### src/rtl/hazard_stall_controller.sv
// Load-use hazard / stall controller beside the ID stage.
// Detects load-use hazards between ID/EX and IF/ID and stalls the front end
// for a configurable number of bubbles (multi-cycle data memory), overlays a
// whole-pipeline freeze while data memory is busy, flushes on taken branches,
// and keeps a saturating count of cycles in which the PC was held.
// Outputs are combinational from state and inputs so the enables act in the
// same cycle the hazard, busy or branch condition is seen.
module hazard_stall_controller #(
    parameter int REG_ADDR_W        = 5,
    parameter int ZERO_REG          = 31,
    parameter int LOAD_STALL_CYCLES = 1,
    parameter int PERF_W            = 16
) (
    input  logic                  CLOCK,
    input  logic                  RESET,
    input  logic                  IDEX_MemRead,
    input  logic [REG_ADDR_W-1:0] IDEX_RegisterRd,
    input  logic [REG_ADDR_W-1:0] IFID_RegisterRn,
    input  logic [REG_ADDR_W-1:0] IFID_RegisterRm,
    input  logic                  IFID_UsesRm,
    input  logic                  EXMEM_BranchTaken,
    input  logic                  DMem_Busy,
    output logic                  PCWire,
    output logic                  IFID_Write,
    output logic                  ControlWire,
    output logic                  IFID_Flush,
    output logic                  IDEX_Flush,
    output logic                  Pipe_Freeze,
    output logic [PERF_W-1:0]     StallCount
);

    localparam int REM_W = $clog2(16);
    localparam logic [REM_W-1:0]      REM_INIT  = REM_W'(LOAD_STALL_CYCLES - 1);
    localparam logic [REG_ADDR_W-1:0] ZERO_ADDR = REG_ADDR_W'(ZERO_REG);
    localparam logic [PERF_W-1:0]     CNT_MAX   = {PERF_W{1'b1}};

    typedef enum logic {
        RUN    = 1'b0,
        LSTALL = 1'b1
    } state_t;

    state_t             state_r;
    logic [REM_W-1:0]   rem_r;
    logic [PERF_W-1:0]  stall_count_r;
    logic               hz_s;

    // Load-use hazard: the load's destination is read by the IF/ID instruction.
    always_comb begin
        hz_s = IDEX_MemRead
             & (IDEX_RegisterRd != ZERO_ADDR)
             & ((IDEX_RegisterRd == IFID_RegisterRn)
                | (IFID_UsesRm & (IDEX_RegisterRd == IFID_RegisterRm)));
    end

    // Enable/flush outputs by priority: reset, branch, memory busy, stall, normal.
    always_comb begin
        PCWire      = 1'b1;
        IFID_Write  = 1'b1;
        ControlWire = 1'b1;
        IFID_Flush  = 1'b0;
        IDEX_Flush  = 1'b0;
        Pipe_Freeze = 1'b0;
        if (RESET) begin
            PCWire = 1'b1;
        end else if (EXMEM_BranchTaken) begin
            IFID_Flush = 1'b1;
            IDEX_Flush = 1'b1;
        end else if (DMem_Busy) begin
            // Hold everything; controls pass so no bubble is inserted.
            PCWire      = 1'b0;
            IFID_Write  = 1'b0;
            Pipe_Freeze = 1'b1;
        end else if ((state_r == LSTALL) || hz_s) begin
            PCWire      = 1'b0;
            IFID_Write  = 1'b0;
            ControlWire = 1'b0;
        end else begin
            PCWire = 1'b1;
        end
    end

    // Stall sequencer: counts remaining bubbles, held by freeze, aborted by branch.
    always_ff @(posedge CLOCK or posedge RESET) begin
        if (RESET) begin
            state_r <= RUN;
            rem_r   <= '0;
        end else if (EXMEM_BranchTaken) begin
            state_r <= RUN;
            rem_r   <= '0;
        end else if (DMem_Busy) begin
            state_r <= state_r;
            rem_r   <= rem_r;
        end else begin
            case (state_r)
                RUN: begin
                    // With a single bubble the next ID/EX holds it, so hz clears itself.
                    if (hz_s && (LOAD_STALL_CYCLES > 1)) begin
                        state_r <= LSTALL;
                        rem_r   <= REM_INIT;
                    end else begin
                        state_r <= RUN;
                        rem_r   <= '0;
                    end
                end
                LSTALL: begin
                    if (rem_r <= REM_W'(1)) begin
                        state_r <= RUN;
                        rem_r   <= '0;
                    end else begin
                        state_r <= LSTALL;
                        rem_r   <= rem_r - REM_W'(1);
                    end
                end
                default: begin
                    state_r <= RUN;
                    rem_r   <= '0;
                end
            endcase
        end
    end

    // Saturating count of cycles in which the PC was held (stall or freeze).
    always_ff @(posedge CLOCK or posedge RESET) begin
        if (RESET) begin
            stall_count_r <= '0;
        end else if (!PCWire && (stall_count_r != CNT_MAX)) begin
            stall_count_r <= stall_count_r + PERF_W'(1);
        end else begin
            stall_count_r <= stall_count_r;
        end
    end

    assign StallCount = stall_count_r;

endmodule
### config.mk
export PLATFORM = sky130hd
export DESIGN_NAME = hazard_stall_controller
export DESIGN_NICKNAME = d
export VERILOG_FILES = /design/src/rtl/hazard_stall_controller.sv
export SDC_FILE = /design/constraint.sdc
export NUM_CORES = 1
export LEC_CHECK = 0
export CAP_MARGIN = 20
export CORE_MARGIN = 10
export CORE_UTILIZATION = 49
export DETAILED_ROUTE_END_ITERATION = 12
export GPL_TIMING_DRIVEN = 0
export PLACE_DENSITY = 0.82
export SETUP_SLACK_MARGIN = 0.4
export SLEW_MARGIN = 40
export SYNTH_ARGS = -nofsm -noshare
export SYNTH_HDL_FRONTEND = slang
export SYNTH_SLANG_ARGS = --single-unit
### constraint.sdc
create_clock -name CLOCK -period 4.6 [get_ports CLOCK]
set_input_delay 1.15 -clock CLOCK [delete_from_list [all_inputs] [get_ports CLOCK]]
set_output_delay 1.15 -clock CLOCK [all_outputs]
set_load 0.05 [all_outputs]
==> impl_metrics.ini, run 1 <==
[logic_synthesis]
syn-cell-area_um2 = 1300
synth_area_per_cell_um2 = 9.79
synth.distinct_cells = 34
syn_inst = 133
yosysSeqAreaShare_pct = 40.3
ys_warn_count = 0
ys_ff_latch = 21
syn_nets = 157

[setup_path]
critPathCaptureType = primary output
crit_top_cell = o21ai_0
path_cells = clkdlybuf4s50_1, xnor2_1, nand4_1, o21ai_0, o21ai_0, buf_4, dlygate4sd2_1
critPathSlowestCell = clkdlybuf4s50_1
critical_path.max_stage_delay_ps = 560
cp_max_fo = 3
crit_family = buffers and inverters
arrival_ps = 2980
cp_data_required_time_ps = 3450
path_class = input port to primary output
crit_buf_inv = 3
startpoint_type = input port

[layout]
final_core_util_pct = 72.7
seqCellArea_um2 = 526
drive_gt1_share_pct = 13.7
final.fill_count = 193
syn2layout_area_growth_pct = 39.5
diodes = 0
multiInputGateArea_um2 = 733
fin_nets = 208

[sta]
worst_pin_slew_ps = 621
max_freq_mhz = 242
slew_violations = 0
skew_ps = 11.7
hold_viol = 0
finalCritPeriodShare_pct = 89.7
setup_viol = 0
finalCriticalPeriod_ps = 4130
grt_setup_unrepaired = yes
setup_ws_ps = 474
slew_headroom_pct = 57.9

[global_route]
antenna_found_initial = 0
met1_usage_pct = 16.0
grt.overflow.total = 0
grt_usage_pct = 13.1
grt_pass1_vias = 1126
grt_util_met2_pct = 21.1
gr-usage-met3_pct = 4.82
grt_pass1_wl_mm = 5.47
grt_max_degree = 12
busiest_layer = met2

[power_and_ir_drop]
leakage_nw = 0.761
power.density_nw_per_um2 = 283
ir_worst_vdd_v = 0.000378

[drt]
vias_per_cell = 5.40
drt-pass1-iter-count = 4
first_iter_violations = 37
vias = 1151
drc_errors = 0
wl_per_cell_um = 15.7
postRouteAntennaNets = 0
wirelength_mm = 3.34

[clock_tree]
cts-htree-levels = 1
clk_pin_slew_ps = 120
cts_hold_buf = 0
cts_tree = done
clkLatencyLatePin_ps = 300
clock_sinks = 21
cts_buffers = 3
clock_tree.root_cell = clkbuf_4
clk_path_buf_depth = 2

[worst_hold_path]
hold_class = register to register

[floorplanning]
die_height_um = 71.6
coreArea_um2 = 2500
num_rows = 18
die_area_um2 = 5120
io_pins = 43
die_w_um = 71.6
start_util_pct = 52.1

[placed_design]
place_ws_ps = -40.9
place_hpwl_mm = 2.63
place.gp.congestion = 0.787
placement.io_buffers = 42

[job]
maxCapViolCount = 0

[status]
status = finished clean
==> area by class of cell <==
class / instances / share of cell area, %
flip-flops and latches: 21 / 28.9
plain buffers: 3 / 1.10
clock buffers: 4 / 1.45
multi-input cells: 102 / 40.4
repair buffers: 45 / 24.2
inverters: 7 / 1.65
repair inverters: 1 / 0.275
well taps: 30 / 2.07
==> where the power goes <==
group          switching, W  leakage (nW)   total, W  internal, W
Clock             0.0000529        0.0150  0.0000866    0.0000337
Sequential        0.0000224         0.276   0.000225     0.000202
Combinational      0.000124         0.469   0.000203    0.0000793
==> stage by stage <==
| stage | total power, W | hold slack (ps) | setup TNS (ps) | instance area (um2) | instances |
|---|---|---|---|---|---|
| 2_1_floorplan | 0.000352 | 473 | 0 | 1300 | 133 |
| 3_3_place_gp | 0.000427 | 481 | -29.4 | 1760 | 205 |
| 3_5_place_dp | 0.000431 | 496 | -40.9 | 1760 | 205 |
| 4_1_cts | 0.000520 | 513 | 0 | 1810 | 212 |
| 5_1_grt | 0.000544 | 536 | 0 | 1820 | 213 |
| 6_report | 0.000514 | 510 | 0 | 1820 | 213 |
==> kinds of logic (layout without fill, tap and decap cells) <==
group	count (synthesis)	in the layout	synth area share, %
buffers and inverters	10	60	3.55
XOR/XNOR	25	25	16.8
AND/OR/NAND/NOR	59	59	25.7
adder cells (fa/ha/maj)	3	3	2.88
flip-flops	21	21	40.3
multiplexers	2	2	1.73
AO/OA/AOI/OAI	13	13	8.93
==> placed cells by master (no fill, tap or decap), drive strengths merged, types with 2 or more instances in the layout <==
| master | n |
|---|---|
| nand2 | 13 |
| o21ai | 8 |
| dfrtp | 21 |
| nor4b | 2 |
| or3 | 2 |
| xnor2 | 12 |
| ha | 3 |
| clkbuf | 4 |
| buf | 6 |
| nor2b | 2 |
| clkinvlp | 2 |
| inv | 6 |
| xor2 | 13 |
| dlygate4sd2 | 2 |
| nand4 | 3 |
| nor3 | 7 |
| clkdlybuf4s50 | 39 |
| mux2 | 2 |
| nor3b | 3 |
| nand3 | 9 |
| nor2 | 10 |
| nor4 | 4 |
==> registers in the layout (all words and copies together) (netlist names) <==
signal / count
StallCount: 16
rem_r: 4
state_r: 1
==> cells in the mapped netlist, drive strengths merged <==
master	number	share of area, %
nand4	3	1.4
xor2	13	8.7
nor4	4	2.4
or2	1	0.48
o211ai	1	0.58
and4	1	0.67
o221a	1	0.86
xnor2	12	8.1
nor4b	2	1.8
nor2	10	3.1
mux2	2	1.7
inv	7	2.0
nand3	9	4.2
and2	1	0.48
nor3	7	3.1
a2111oi	1	2.1
nand2	13	3.9
o21ai	8	3.1
dfrtp	21	40
o311ai	1	0.67
or3	2	0.96
nand2b	1	0.48
o31ai	1	1.6
nor2b	2	0.96
ha	3	2.9
buf	3	1.5
nor3b	3	1.7
==> per-layer routing <==
layer	vias to the layer above	wire [um]
met5	-	0
met2	38	1590
met1	549	1460
met4	0	20
met3	2	272
li1	562	-
==> final timing paths <==
| check | to | start | slack, ps | depth (start not counted) |
|---|---|---|---|---|
| max | PCWire | IDEX_RegisterRd[4] | 470 | 7 |
| min | StallCount[14]$_DFFE_PP0P_ | StallCount[14]$_DFFE_PP0P_ | 510 | 1 |
| max reg2reg | StallCount[1]$_DFFE_PP0P_ | StallCount[0]$_DFFE_PP0P_ | 2570 | 6 |
| min reg2reg | StallCount[14]$_DFFE_PP0P_ | StallCount[14]$_DFFE_PP0P_ | 510 | 1 |
| max in group asynchronous | StallCount[10]$_DFFE_PP0P_ | RESET | 2910 | 2 |
| min in group asynchronous | StallCount[8]$_DFFE_PP0P_ | RESET | 1390 | 3 |
==> timing repair <==
action / in CTS / in global routing
pin swaps: 0 / 1
setup endpoints to repair: 4 / 3
buffers inserted: 2 / 1
cloned: 1 / 0
hold endpoints to repair: 0 / 0
gates resized for setup: 6 / 1
Note: power is estimated with default switching activity, not from simulation.
==> inputs of run 2 (changes only) <==
--- a/config.mk
+++ b/config.mk
@@ -8,10 +8,13 @@
 export CAP_MARGIN = 20
 export CORE_MARGIN = 10
 export CORE_UTILIZATION = 49
+export CTS_CLUSTER_SIZE = 40
 export DETAILED_ROUTE_END_ITERATION = 12
 export GPL_TIMING_DRIVEN = 0
 export PLACE_DENSITY = 0.82
+export RECOVER_POWER = 50
 export SETUP_SLACK_MARGIN = 0.4
+export SKIP_CTS_REPAIR_TIMING = 1
 export SLEW_MARGIN = 40
 export SYNTH_ARGS = -nofsm -noshare
 export SYNTH_HDL_FRONTEND = slang
==> run 2 against run 1 <==
Net effect: hold slack worse by 5.1 ps; via count is 2.3% lower; combinational power about the same; critical path type unchanged; register-to-register slack about the same; utilization is 0.70 points lower; first-iteration DRC count grew 84%; sequential share of layout area increased by 0.28 points.
==> impl_metrics.ini, run 2 (synthesized netlist as in run 1, its figures left out) <==
[status]
status = finished clean

[worst_hold_path]
hold_class = register to register
min_from = StallCount[14]$_DFFE_PP0P_
min_to = StallCount[14]$_DFFE_PP0P_
hold_depth = 1

[placed_design]
placement.io_buffers = 42
place_hpwl_mm = 2.63
place_ws_ps = -40.9
place.gp.congestion = 0.787
dp_cells = 205

[layout]
final.fill_count = 191
syn2layout_area_growth_pct = 38.1
diodes = 0
final_cells = 209
fin_nets = 204
final_cell_mix = clkdlybuf4s50_1, dfrtp_1, xor2_1
layout_commonest_cell = clkdlybuf4s50_1
largest_reg_flops = 16
drive_gt1_share_pct = 11.7
final_core_util_pct = 72.0

[power_and_ir_drop]
leakage_nw = 0.761
swShare_pct = 38.7
power.density_nw_per_um2 = 284
pwr-share-seq_pct = 43.9
ir_worst_vdd_v = 0.000377
p_int_w = 0.000314
comb_power_share_pct = 39.1
switchingPower_w = 0.000198
clock_power_share_pct = 17.0
total_power_w = 0.000511

[clock_tree]
cts_buffers = 3
clkLatencyLatePin_ps = 300
cts_tree = done
clock_tree.root_cell = clkbuf_4
clk_path_buf_depth = 2
clock_sinks = 21
cts-htree-levels = 1
clk_pin_slew_ps = 120

[setup_path]
cp_max_fo = 6
arrival_ps = 3070
crit_buf_inv = 3
rrSetupSlack_ps = 2570
reg2reg_to = StallCount[1]$_DFFE_PP0P_
cp_data_required_time_ps = 3450
critical_path.max_stage_delay_ps = 540
critPathCaptureType = primary output
crit_family = buffers and inverters
path_cells = clkdlybuf4s50_1, nand2_2, nor2_2, a2111oi_4, o21ai_0, buf_4, dlymetal6s2s_1
startpoint_type = input port
r2r_cells = 6
critPathSlowestCell = a2111oi_4
path_class = input port to primary output
reg2reg_from = StallCount[0]$_DFFE_PP0P_

[sta]
max_freq_mhz = 237
slew_violations = 0
finalCritPeriodShare_pct = 91.8
setup_viol = 0
grt_setup_unrepaired = yes
worst_pin_slew_ps = 891
slew_headroom_pct = 39.8
hold_viol = 0
finalCriticalPeriod_ps = 4220
setup_ws_ps = 377
skew_ps = 11.2

[drt]
vias = 1125
drc_errors = 0
wirelength_mm = 3.26
postRouteAntennaNets = 0
drt-pass1-iter-count = 4
first_iter_violations = 68
wl_per_cell_um = 15.6
vias_per_cell = 5.38

[global_route]
grt.overflow.total = 0
grt_max_degree = 24
antenna_found_initial = 0
grt_pass1_vias = 1107
grt_pass1_wl_mm = 5.36
grt_usage_pct = 12.7

[job]
maxCapViolCount = 0

[floorplanning]
num_rows = 18
coreArea_um2 = 2500
die_height_um = 71.6
start_util_pct = 52.1
die_w_um = 71.6
die_area_um2 = 5120
io_pins = 43
## run 2: cell type report
type | instances | area, um2 | share of cell area (%)
tap | 30 | 37.5 | 2.09
clock buffer | 4 | 26.3 | 1.46
buffer | 3 | 20.0 | 1.11
timing repair buffer | 42 | 428 | 23.8
multi-input combinational | 102 | 733 | 40.8
inverter | 7 | 28.8 | 1.60
sequential | 21 | 526 | 29.2
## run 2: worst max-delay path by stage
| stage | end | start | slack [ps] | cells after the start |
|---|---|---|---|---|
| after CTS | PCWire | IDEX_RegisterRd[1] | -40 | 7 |
| after floorplan | PCWire | DMem_Busy | 450 | 4 |
| after global placement | PCWire | IDEX_RegisterRd[1] | -30 | 7 |
| after global routing | PCWire | IDEX_RegisterRd[0] | 290 | 7 |
| final | PCWire | IDEX_RegisterRd[4] | 380 | 7 |
| after detailed placement | PCWire | IDEX_RegisterRd[1] | -40 | 7 |
## run 2: worst reg2reg max path: cells and delay by family, from the launching register on
family	cells	cell delay, ps
muxes	1	290
DFF	1	420
AOI/OAI and AO/OA	1	460
and+or+nand+nor	3	510
adders and majority gates	1	250
## run 2: metrics by stage
step	hold WS, ps	setup TNS [ps]	area, um2
3_5_place_dp	496	-40.9	1760
6_report	505	0	1800
2_1_floorplan	473	0	1300
5_1_grt	532	0	1800
4_1_cts	513	-38.6	1790
3_3_place_gp	481	-29.4	1760
## run 2: layer usage
layer	vias up	track usage (%)	share of wire, %	wire, um
met2	36	20.0	46	1510
met1	534	15.9	45	1470
met3	2	4.82	8.1	265
met4	0	3.23	0.61	20
met5	-	0	0	0
li1	553	-	-	-
## run 2: power groups by stage
stage	Combinational (W)	Clock [W]	Sequential (W)
floorplan	0.0000624	0	0.000290
global placement	0.000199	0	0.000228
detailed placement	0.000202	0	0.000229
CTS	0.000203	0.0000900	0.000225
global route	0.000215	0.0000963	0.000230
finish	0.000200	0.0000869	0.000224
==> inputs of run 3 (changes only) <==
--- a/config.mk
+++ b/config.mk
@@ -8,12 +8,12 @@
 export CAP_MARGIN = 20
 export CORE_MARGIN = 10
 export CORE_UTILIZATION = 49
+export CTS_CLUSTER_DIAMETER = 150
 export CTS_CLUSTER_SIZE = 40
 export DETAILED_ROUTE_END_ITERATION = 12
 export GPL_TIMING_DRIVEN = 0
 export PLACE_DENSITY = 0.82
 export RECOVER_POWER = 50
-export SETUP_SLACK_MARGIN = 0.4
 export SKIP_CTS_REPAIR_TIMING = 1
 export SLEW_MARGIN = 40
 export SYNTH_ARGS = -nofsm -noshare
==> run 3 against run 2 <==
Net effect: combinational power about the same; critical path depth down 1; sequential power about the same; register-to-register slack about the same; clock power about the same; flip-flop and latch count unchanged; clock skew down 2.1 ps; die area unchanged; design area down 0.56%; count of clock-buffer cells in the layout unchanged; highest routed layer unchanged.
==> impl_metrics.ini, run 3 (synthesized netlist as in run 1, its figures left out) <==
[layout]
multiInputGateArea_um2 = 731
drive_gt1_share_pct = 11.2
layout_commonest_cell = clkdlybuf4s50_1
diodes = 0
final.fill_count = 190
final_cells = 209
largest_reg_flops = 16
seqCellArea_um2 = 526
fin_nets = 204
syn2layout_area_growth_pct = 37.4
final_cell_mix = clkdlybuf4s50_1, dfrtp_1, xor2_1

[setup_path]
cp_data_required_time_ps = 3450
crit_family = buffers and inverters
path_class = input port to primary output
arrival_ps = 3350
critPathCaptureType = primary output
startpoint_type = input port
crit_top_cell = clkdlybuf4s50_1
path_cells = clkdlybuf4s50_1, nand2_2, nor2_2, a2111oi_4, o21ai_0, clkdlybuf4s50_1
critical_path.max_stage_delay_ps = 760
cp_max_fo = 6
crit_buf_inv = 2
critPathSlowestCell = clkdlybuf4s50_1

[power_and_ir_drop]
ir_worst_vdd_v = 0.000376
leakage_nw = 0.755
power.density_nw_per_um2 = 285
total_power_w = 0.000511

[job]
maxCapViolCount = 0

[clock_tree]
clock_tree.root_cell = clkbuf_4
clock_sinks = 21
clk_pin_slew_ps = 120
cts_buffers = 3
clk_path_buf_depth = 2
clkLatencyLatePin_ps = 300
cts-htree-levels = 1
cts_tree = done

[drt]
drt-pass1-iter-count = 4
vias = 1146
postRouteAntennaNets = 0
wl_per_cell_um = 15.6
vias_per_cell = 5.48
drc_errors = 0
first_iter_violations = 40
wirelength_mm = 3.26

[worst_hold_path]
hold_class = register to register

[sta]
finalCriticalPeriod_ps = 4500
max_freq_mhz = 222
slew_violations = 0
fin_tns_setup_ps = 0
slew_headroom_pct = 38.0
grt_setup_unrepaired = no
skew_ps = 9.06
hold_viol = 0
setup_viol = 0
worst_pin_slew_ps = 919
whs_ps = 511
finalCritPeriodShare_pct = 97.8

[floorplanning]
coreArea_um2 = 2500
start_util_pct = 52.1
die_area_um2 = 5120
die_w_um = 71.6
io_pins = 43
die_height_um = 71.6
num_rows = 18

[placed_design]
dp_cells = 205
placement.io_buffers = 42
place.gp.congestion = 0.787
place_hpwl_mm = 2.63

[status]
status = finished clean

[global_route]
grt_max_degree = 24
grt_usage_pct = 12.7
grt_pass1_wl_mm = 5.36
grt.overflow.total = 0
grt_pass1_vias = 1107
antenna_found_initial = 0
[run 3: through the flow]
stage | util, % | worst slack, ps | instance area [um2]
floorplan | - | 453 | 1300
global placement | 70.4 | -29.4 | 1760
detailed placement | 70.4 | -40.9 | 1760
CTS | 71.5 | -38.6 | 1790
global route | 71.6 | 7.51 | 1790
finish | 71.6 | 99.9 | 1790
[run 3: worst paths after layout]
kind / depth (start not counted) / slack [ps] / start / endpoint
max: 6 / 100 / IDEX_RegisterRd[4] / IFID_Write
min: 1 / 510 / StallCount[14]$_DFFE_PP0P_ / StallCount[14]$_DFFE_PP0P_
max reg2reg: 6 / 2570 / StallCount[0]$_DFFE_PP0P_ / StallCount[1]$_DFFE_PP0P_
min reg2reg: 1 / 510 / StallCount[14]$_DFFE_PP0P_ / StallCount[14]$_DFFE_PP0P_
max in group asynchronous: 2 / 2870 / RESET / StallCount[9]$_DFFE_PP0P_
min in group asynchronous: 2 / 1400 / RESET / StallCount[0]$_DFFE_PP0P_
[run 3: area by class of cell]
cell class	instances	area share, %
well taps	30	2.10
flip-flops and latches	21	29.4
plain buffers	3	1.12
repair buffers	42	23.6
multi-input cells	102	40.8
inverters	7	1.47
clock buffers	4	1.47
[run 3: routing by layer]
| metal | vias to the layer above | GRT usage, % | share of wire, % |
|---|---|---|---|
| met5 | - | 0 | 0 |
| met4 | 0 | 3.23 | 0.61 |
| met3 | 2 | 4.82 | 8.3 |
| met2 | 42 | 20.0 | 46 |
| met1 | 549 | 15.9 | 45 |
| li1 | 553 | - | - |
[run 3: report_power, final]
group / internal (W) / switching (W) / leakage, nW
Sequential: 0.000202 / 0.0000218 / 0.276
Clock: 0.0000337 / 0.0000532 / 0.0150
Combinational: 0.0000772 / 0.000122 / 0.464
